==> config.mk <==
export PLATFORM = sky130hd
export DESIGN_NAME = seq_divider_32
export DESIGN_NICKNAME = d
export VERILOG_FILES = /design/src/rtl/seq_divider_32.sv
export SDC_FILE = /design/constraint.sdc
export NUM_CORES = 1
export LEC_CHECK = 0
export BUFFER_PORTS_ARGS = -buffer_cell sky130_fd_sc_hd__buf_2
export CAP_MARGIN = 5
export CORE_UTILIZATION = 48
export CTS_BUF_LIST = sky130_fd_sc_hd__clkbuf_4
export CTS_CLUSTER_SIZE = 14
export DETAILED_ROUTE_END_ITERATION = 10
export GPL_TIMING_DRIVEN = 0
export PLACE_DENSITY = 0.69
export SYNTH_ARGS = -nofsm -noshare
export SYNTH_HDL_FRONTEND = slang
export SYNTH_SLANG_ARGS = --single-unit
==> constraint.sdc <==
create_clock -name clk -period 9.3 [get_ports clk]
set_input_delay 1.395 -clock clk [delete_from_list [all_inputs] [get_ports clk]]
set_output_delay 1.395 -clock clk [all_outputs]
set_load 0.005 [all_outputs]
==> src/rtl/seq_divider_32.sv <==
`default_nettype none
// ============================================================================
// Module   : seq_divider_32
// Purpose  : Multi-cycle unsigned restoring divider, one quotient bit per clock.
// Revision : 1.0 - initial release
// ============================================================================
module seq_divider_32 #(
    parameter int WIDTH = 32
) (
    input  logic             clk,
    input  logic             rst_n,
    input  logic             start,
    input  logic [WIDTH-1:0] dividend,
    input  logic [WIDTH-1:0] divisor,
    output logic             busy,
    output logic             done,
    output logic [WIDTH-1:0] quotient,
    output logic [WIDTH-1:0] remainder,
    output logic             div_by_zero
);

    localparam int         CNT_W  = $clog2(WIDTH);
    localparam logic [1:0] S_IDLE = 2'd0;
    localparam logic [1:0] S_RUN  = 2'd1;
    localparam logic [1:0] S_DONE = 2'd2;

    logic [1:0]       r_state;
    logic [CNT_W-1:0] r_cnt;
    logic [WIDTH-1:0] r_rem;
    logic [WIDTH-1:0] r_dvd;
    logic [WIDTH-1:0] r_dvs;

    logic [WIDTH:0]   w_shifted;
    logic [WIDTH:0]   w_trial;
    logic [WIDTH-1:0] w_rem_next;
    logic [WIDTH-1:0] w_dvd_next;

    // The working dividend doubles as the quotient shift register: each step
    // shifts a dividend bit out of the top and a quotient bit in at the bottom.
    assign w_shifted  = {r_rem, r_dvd[WIDTH-1]};
    assign w_trial    = w_shifted - {1'b0, r_dvs};
    assign w_rem_next = w_trial[WIDTH] ? w_shifted[WIDTH-1:0] : w_trial[WIDTH-1:0];
    assign w_dvd_next = {r_dvd[WIDTH-2:0], ~w_trial[WIDTH]};

    always_ff @(posedge clk or negedge rst_n) begin
        if (!rst_n) begin
            r_state     <= S_IDLE;
            r_cnt       <= '0;
            r_rem       <= '0;
            r_dvd       <= '0;
            r_dvs       <= '0;
            busy        <= 1'b0;
            done        <= 1'b0;
            quotient    <= '0;
            remainder   <= '0;
            div_by_zero <= 1'b0;
        end else begin
            done <= 1'b0;
            case (r_state)
                S_IDLE, S_DONE: begin
                    if (start) begin
                        r_dvd       <= dividend;
                        r_dvs       <= divisor;
                        r_rem       <= '0;
                        quotient    <= '0;
                        remainder   <= '0;
                        div_by_zero <= 1'b0;
                        if (divisor == '0) begin
                            quotient    <= '1;
                            remainder   <= dividend;
                            div_by_zero <= 1'b1;
                            done        <= 1'b1;
                            r_state     <= S_DONE;
                        end else begin
                            r_cnt   <= CNT_W'(WIDTH - 1);
                            busy    <= 1'b1;
                            r_state <= S_RUN;
                        end
                    end else begin
                        r_state <= S_IDLE;
                    end
                end
                S_RUN: begin
                    r_rem <= w_rem_next;
                    r_dvd <= w_dvd_next;
                    r_cnt <= r_cnt - 1'b1;
                    if (r_cnt == '0) begin
                        quotient  <= w_dvd_next;
                        remainder <= w_rem_next;
                        busy      <= 1'b0;
                        done      <= 1'b1;
                        r_state   <= S_DONE;
                    end
                end
                default: begin
                    busy    <= 1'b0;
                    r_state <= S_IDLE;
                end
            endcase
        end
    end

endmodule
`default_nettype wire

==> results_dict.tcl, run 1 <==
set metrics [dict create \
    status "finished, final reports clean" \
    p_leak_uw 0.00505 \
    cts_buffer_depth 2 \
    finalCritPeriodShare_pct 39.7 \
    synth.avg_cell_area_um2 8.58 \
    hold_slack_ps 492 \
    slowest_stage "a2111oi_4" \
    cp.required_ps 9800 \
    hp-start "quotient[27]" \
    synth_area_leaders "dfrtp_1, nand2_1, a21oi_1" \
    die_w_um 142 \
    core_area_um2 18900 \
    route.met3.wl_mm 1.72 \
    finClkSkew_ps 17.3 \
    crit_buf_inv 2 \
    routed_wl_mm 27.1 \
    drt-vias-per-instance 5.62 \
    wl_met2_mm 12.2 \
    synthToLayoutAreaGrowth_pct 14.1 \
    final_nets 1346 \
    io_pins 134 \
    startpoint "r_dvd[31]" \
    maxSlewViolCount 0 \
    yosysWarningCount 0 \
    numCtsBuffers 17 \
    critical_path_arrival_ps 4200 \
    synth_edf_count 0 \
    io_buffers 133 \
    path_cells "inv_1 > ha_1 > fa_1 > nand2b_1 > a21oi_2 > o31a_1 > o211ai_2 > a2111oi_4 > o21a_1 > clkbuf_1 > nor4_1 > a31oi_1 > a21oi_1" \
    r2r_start "r_dvd[31]" \
    cts_tree "yes" \
    tns_ps 0 \
    ys_ff_latch 170 \
    rsz0062_at_grt "no" \
    setup_viol 0 \
    ant_nets 0 \
    grt-ovfl-total 0 \
    critical_path.startpoint_type "flop" \
    cts_sinks 170 \
    r2r_cells 13 \
    grt_pass1_vias 8203 \
    dp_hpwl_mm 20.6 \
    grt_pass1_wl_mm 43.7 \
    timing.fmax_ghz 0.271 \
    drtIter0Drc 606 \
    cp_max_fo 10 \
    synth_cells 1092 \
    tightest_slew_ps 773 \
    hold_viol 0 \
    ir_worst_vdd_mv 0.156 \
    post_cts_buffers 0 \
    firstDrtPassIters 5 \
    cts-root-buf "clkbuf_4" \
    globalplace.congestion 0.904 \
    fp.dieArea_um2 20100 \
    holdBufCountCts 0 \
    top_layer_used "met5" \
    drv_cap 0 \
    crit_type "reg2reg" \
    fillers 1824 \
    synth_top_area_share_pct 45.4 \
    period_minus_slack_ps 3700 \
    ff2ff_setup_slack_ps 5600 \
    slowest_delay_ps 540 \
    post_drt_wl_per_cell_um 17.9 \
    yosysUniqueCellTypes 67 \
    slew_headroom_pct 48.3 \
    yosys_most_used_dff "dfrtp_1" \
    htree_levels 4 \
    m1WireLength_mm 12.8 \
    antenna_found_initial 3 \
    yosysSeqAreaShare_pct 45.4 \
    drive_above_1_share_pct 15.7 \
    hold_depth 2 \
    start_util_pct 49.6 \
    num_rows 50 \
    cpLargestDelayFamily "compound AO/OA/AOI/OAI gates" \
    ctsResizeCount 0 \
    synth_nets 1193 \
    clk_pin_slew_ps 160 \
    worstSkewPairLatency_ps 610 \
    grt_usage_pct 28.4 \
    die_h_um 142 \
    power_density_nw_per_um2 472 \
    cp.depth 13 \
    vias 8543 \
    syn_area_um2 9370 \
    multi_input_area_um2 4640 \
    end_kind "flop" \
    layout.area.seq_um2 4250 \
    async_flop_share_pct 100 \
    holdCritPathClass "reg2reg" \
    grt_max_degree 101 \
    drc 0 \
    synth.largest_area_cell "dfrtp_1" \
]
## cell type report
type                    count  area share [%]
diodes                      2          0.0468
plain buffers              69            2.97
clock buffers              17            1.19
clock inverters            15            1.47
inverters                  44            1.54
multi-input cells         809            43.4
flip-flops and latches    170            39.8
well taps                 260            3.04
repair buffers            134            6.58
## per-layer routing
layer / up-vias / track usage [%]
met2: 314 / 45.2
met3: 36 / 4.39
met4: 2 / 7.07
met1: 4046 / 40.4
li1: 4145 / -
met5: - / 0
## final timing paths
check                           endpoint
setup / recovery           remainder[12]
hold / removal              quotient[27]
setup reg to reg           remainder[12]
hold reg to reg             quotient[27]
max in group asynchronous  remainder[28]
min in group asynchronous    quotient[8]
## per-stage QoR
stage	utilization [%]	total power, µW	std cells	cell area, µm²	setup WS (ps)
after floorplan	-	3660	1092	9370	6170
after CTS	56.6	5010	1518	10700	5640
after global placement	54.9	4520	1485	10400	4200
after detailed placement	55.1	4580	1486	10400	5120
final	56.6	5050	1520	10700	5600
after global routing	56.6	5490	1519	10700	5370
## registers in the layout, summed over array words and instances, names as in the netlist, 2 cells and up
register	flops
r_cnt	5
r_rem	32
remainder	32
r_state	2
r_dvs	32
quotient	32
r_dvd	32
## tightest hold or removal path, stage by stage, from the launching register on
cell	delay [ps]
dfrtp_1	370
nand2_1	40
o21ai_0	60
## report_power, final
group	switching, µW	internal [µW]
Combinational	1940	1300
Sequential	251	1110
Clock	314	122
Total	2510	2540
## Yosys cell counts (all sizes together), types with 2 or more instances
cell type and count:
a21oi 123, nand4 5, a221o 2, mux2i 8, a311oi 2, ha 33, xnor2 18, a211o 5
clkbuf 51, o21a 6, dfrtp 170, a32oi 3, a21o 28, nor3 10, a211oi 3, and3 4
nor4 14, or2 2, nor2 55, nor2b 6, o22ai 2, o2111ai 2, and2 9, xor2 6
nand2 234, o311ai 2, nand2b 9, o211ai 4, o41ai 3, inv 44, buf 18, o21bai 4
o31a 2, a31oi 20, or3 7, nand3 23, o22a 4, o21ai 101, a22oi 33, a21boi 2
a31o 2
## logic make-up (layout without fill, tap and decap cells)
kind of cell / count (synthesis) / after routing / share of synthesized area [%]
and+or+nand+nor: 382 / 382 / 17.9
xor gates and xnor gates: 24 / 24 / 2.24
other: 0 / 2 / 0
DFF: 170 / 170 / 45.4
AOI/OAI and AO/OA: 360 / 360 / 23.7
buffers and inverters: 113 / 279 / 5.15
muxes: 9 / 9 / 0.975
adders and majority gates: 34 / 34 / 4.62
## placed cells by master (no fill, tap or decap), types with 3 or more instances in the layout
cell and n:
inv_1 44, ha_1 33, mux2i_1 8, a21oi_1 121, clkbuf_1 51, a31oi_1 18
o21bai_1 4, clkbuf_4 17, nor4_1 13, xor2_1 6, nand2_1 233, a22oi_1 33
xnor2_1 18, nand4_1 5, dfrtp_1 170, o21a_1 6, buf_1 7, a32oi_1 3
o41ai_1 3, clkinv_4 4, or3_1 5, inv_8 4, o22a_1 4, and2_1 9
and3_1 4, nand3_1 22, clkinv_8 3, buf_2 138, a21o_1 28, a211oi_1 3
o21ai_0 100, nand2b_1 9, a211o_1 5, nor2b_1 6, nor3_1 9, nor2_1 55
(Power assumes the default switching activity.)
==> run 2, diff against run 1 <==
- clock period: 9.3 -> 3.4 ns (I/O delays scaled with it)
==> run 2 against run 1 <==
  * Sequential share of layout area decreased by 0.92 points
  * Cell count increased by 0.33%
  * Worst hold slack got worse by 390 ps
  * Count of clock-buffer cells in the layout unchanged
  * Non-clock buffer count increased by 5
  * Critical path depth unchanged
  * Sequential cell count unchanged
  * Design area increased by 2.4%
  * Largest cell class unchanged
  * Highest routed layer unchanged
==> results_dict.tcl, run 2 (synthesis gave the netlist of run 1 again) <==
set metrics [dict create \
    post_drt_wl_per_cell_um 18.0 \
    slowest_stage "dfrtp_2" \
    finClkSkew_ps 20.3 \
    crit_type "reg2reg" \
    synthToLayoutAreaGrowth_pct 16.8 \
    dp_hpwl_mm 20.6 \
    hold_depth 3 \
    start_util_pct 49.6 \
    path_cells "ha_1 > buf_6 > a21oi_2 > o211ai_2 > a21o_1 > a211o_1 > a221o_1 > buf_4 > o21ai_4 > buf_2 > a21oi_1 > a31oi_2 > a21oi_1" \
    final_nets 1351 \
    timing.fmax_ghz 0.300 \
    critical_path_arrival_ps 3840 \
    fp.dieArea_um2 20100 \
    r2r_cells 13 \
    cp_max_fo 10 \
    htree_levels 4 \
    slowest_delay_ps 480 \
    cts-root-buf "clkbuf_4" \
    grt_pass1_vias 8253 \
    finalCritPeriodShare_pct 97.9 \
    grt-ovfl-total 0 \
    setup_viol 0 \
    cp.required_ps 3910 \
    hold_viol 0 \
    reg2reg_to "remainder[24]" \
    dpl_cell_area_um2 10400 \
    cpLargestDelayFamily "compound AO/OA/AOI/OAI gates" \
    slew_headroom_pct 47.0 \
    die_h_um 142 \
    worstSkewPairLatency_ps 620 \
    die_w_um 142 \
    grt_pass1_wl_mm 43.8 \
    cts_buffer_depth 2 \
    numCtsBuffers 17 \
    multi_input_area_um2 4810 \
    period_minus_slack_ps 3330 \
    num_rows 50 \
    vias 8548 \
    tightest_slew_ps 792 \
    cts_sinks 170 \
    globalplace.congestion 0.904 \
    drv_cap 0 \
    routed_wl_mm 27.5 \
    end_kind "flop" \
    hold_slack_ps 98.7 \
    io_buffers 133 \
    fillers 1789 \
    cp_common_cell "a21oi_1" \
    final_area_um2 10900 \
    critical_path.startpoint_type "flop" \
    instances_no_fill 1525 \
    clk_pin_slew_ps 160 \
    cts_tree "yes" \
    dp_cells 1486 \
    holdPathEnd "r_dvs[29]" \
    ff2ff_setup_slack_ps 70 \
    hp-start "divisor[29]" \
    r2r_start "r_rem[23]" \
    final_cell_mix "nand2_1, dfrtp_1, buf_2, a21oi_1, o21ai_0" \
    firstDrtPassIters 6 \
    status "finished, final reports clean" \
    drt-vias-per-instance 5.61 \
    final_util_pct 57.9 \
    io_pins 134 \
    drive_above_1_share_pct 18.6 \
    layout.area.seq_um2 4260 \
    drc 0 \
    crit_buf_inv 3 \
    antenna_found_initial 3 \
    grt_max_degree 101 \
    holdCritPathClass "in2reg" \
    maxSlewViolCount 0 \
    grt_usage_pct 28.5 \
    layout_commonest_cell "nand2_1" \
    ant_nets 0 \
    drtIter0Drc 677 \
    core_area_um2 18900 \
]
[run 2: cell count changes in the layout (fill, tap and decap cells not counted), moves of 5 or more]
cell      before  now
buf_4          1    9
a31oi_1       18    9
clkbuf_1      51   44
ha_2           0    5
ha_1          33   27
a31oi_2        2    9
[run 2: worst reg2reg max path, cell delays in order (launching register included)]
cell and delay (ps):
dfrtp_2 480, ha_1 220, buf_6 140, a21oi_2 120, o211ai_2 140, a21o_1 200, a211o_1 290, a221o_1 420
buf_4 170, o21ai_4 280, buf_2 290, a21oi_1 100, a31oi_2 280, a21oi_1 110
[run 2: metrics by stage]
stage                     TNS, ps  worst slack (ps)
final                           0              71.1
after global routing         -126             -37.6
after CTS                       0              3.94
after detailed placement    -5400              -236
after global placement    -140670              -819
after floorplan                 0               269
[run 2: final cells by class]
class,instances,share of cell area (%)
diodes,2,0.0457
clock inverters,15,1.44
repair buffers,143,7.22
multi-input cells,809,44.0
well taps,260,2.97
plain buffers,65,2.82
flip-flops and latches,170,38.9
clock buffers,17,1.17
inverters,44,1.51
[run 2: how the worst max path moves through the flow]
stage	to	startpoint	depth (start not counted)
floorplan	remainder[0]	r_dvd[31]	14
global placement	r_dvs[25]	rst_n	1
detailed placement	remainder[29]	r_dvd[31]	13
CTS	remainder[30]	r_rem[26]	14
global route	r_rem[16]	r_rem[18]	12
finish	remainder[24]	r_rem[23]	13
[run 2: metal layers]
metal,global-route usage (%),share of wire [%],up-vias
met5,0,0.047,-
met4,8.21,2.0,2
met3,4.66,6.4,41
met2,44.9,45,302
met1,40.4,47,4049
li1,-,-,4154
[run 2: timing repair]
item | in CTS | in global routing
gates cloned | 0 | 1
gates resized for setup | 9 | 30
hold endpoints to repair | 99 | 0
hold buffers | 1 | 0
setup buffers | 3 | 4
pin swaps | 2 | 6
setup endpoints to repair | 50 | 57
Power of run 2 is left out: the tool's default activity adds up to more than one toggle a clock period on the data nets, which glitch-free logic cannot reach.
==> run 3, diff against run 2 <==
- CTS_BUF_LIST: sky130_fd_sc_hd__clkbuf_4 -> default
==> run 3 against run 2 <==
  * Register-to-register slack hardly changed
  * Sequential cell count stayed put
  * Critical path depth stayed put
  * Routed wire length is 0.90% higher
  * Largest cell class unchanged
  * Non-clock buffer count is 1 higher
==> results_dict.tcl, run 3 (synthesis gave the netlist of run 1 again) <==
set metrics [dict create \
    status "finished, final reports clean" \
    io_buffers 133 \
    finClkSkew_ps 8.70 \
    critical_path.startpoint_type "flop" \
    core_area_um2 18900 \
    dpl_cell_area_um2 10400 \
    htree_levels 4 \
    layout.area.seq_um2 4260 \
    setup_viol 0 \
    end_kind "flop" \
    multi_input_area_um2 4830 \
    hold_slack_ps 115 \
    r2r_start "r_rem[23]" \
    period_minus_slack_ps 3330 \
    crit_type "reg2reg" \
    setup_ws_ps 69.0 \
    r2r_cells 13 \
    post_drt_wl_per_cell_um 18.2 \
    dp_hpwl_mm 20.6 \
    grt_pass1_vias 8313 \
    cts-root-buf "clkbuf_16" \
    cp_max_fo 10 \
    numCtsBuffers 17 \
    tightest_slew_ps 758 \
    vias 8626 \
    grt-ovfl-total 0 \
    layout_commonest_cell "nand2_1" \
    grt_usage_pct 28.7 \
    cts_buffer_depth 2 \
    holdBufCountCts 0 \
    io_pins 134 \
    ff2ff_setup_slack_ps 70 \
    holdCritPathClass "in2async" \
    ant_nets 0 \
    cp.required_ps 3760 \
    globalplace.congestion 0.904 \
    routed_wl_mm 27.8 \
    start_util_pct 49.6 \
    fp.dieArea_um2 20100 \
    hold_viol 0 \
    die_h_um 142 \
    slew_headroom_pct 49.5 \
    timing.fmax_ghz 0.300 \
    antenna_found_initial 2 \
    num_rows 50 \
    drtIter0Drc 730 \
    final_cell_mix "nand2_1, dfrtp_1, buf_2, a21oi_1, o21ai_0" \
    maxSlewViolCount 0 \
    tns_ps 0 \
    drv_cap 0 \
    worstSkewPairLatency_ps 430 \
    drive_above_1_share_pct 19.0 \
    synthToLayoutAreaGrowth_pct 20.6 \
    grt_pass1_wl_mm 44.3 \
    pre_cts_ws_ps -236 \
    reg2reg_to "remainder[26]" \
    finalCritPeriodShare_pct 98.0 \
    critical_path_arrival_ps 3690 \
    drt-vias-per-instance 5.66 \
    final_nets 1352 \
    grt_max_degree 101 \
    cts_sinks 170 \
    fillers 1734 \
    cts_tree "yes" \
    final_area_um2 11300 \
    firstDrtPassIters 7 \
    clk_pin_slew_ps 70 \
    die_w_um 142 \
    drc 0 \
]
-- run 3: per-stage QoR --
stage	std cells	util [%]
floorplan	1092	-
global placement	1485	54.9
detailed placement	1486	55.1
CTS	1518	58.4
global route	1524	59.8
finish	1525	59.8
-- run 3: worst max-delay path by stage --
stage,endpoint,depth (start not counted),slack (ps),from
2_1_floorplan,remainder[0],14,270,r_dvd[31]
3_3_place_gp,r_dvs[25],1,-820,rst_n
3_5_place_dp,remainder[29],13,-240,r_dvd[31]
4_1_cts,remainder[16],14,10,r_dvd[31]
5_1_grt,remainder[26],13,-10,r_rem[23]
6_report,remainder[26],13,70,r_rem[23]
-- run 3: routing by layer --
metal | GRT usage (%) | wire (µm) | share of wire, %
met3 | 5.06 | 1800 | 6.5
met4 | 7.92 | 466 | 1.7
met2 | 45.6 | 12600 | 45
met5 | 0 | 13 | 0.047
met1 | 40.4 | 12900 | 46
-- run 3: cell type report --
class,count,share of cell area (%)
multi-input combinational,809,42.7
sequential,170,37.7
timing repair buffer,144,7.20
clock buffer,18,3.89
tap,260,2.88
buffer,65,2.81
inverter,44,1.46
clock inverter,14,1.36
antenna,1,0.0221
-- run 3: worst max-delay path, cell delays in order, from the launching register on --
cell and delay, ps:
dfrtp_2 450, ha_1 220, buf_6 140, a21oi_2 120
o211ai_2 120, a21o_1 210, a211o_1 300, a221o_1 410
or3_4 390, buf_6 150, nand2_4 90, buf_12 140
mux2_2 370, a21oi_1 140
-- run 3: repair_timing --
item                                    in CTS  in global routing
resized for setup                            9                 35
buffers inserted                             2                  6
pin swaps                                    2                  8
endpoints found under the setup margin      50                 56
cloned                                       0                  2
Power of run 3 is left out for the same reason.
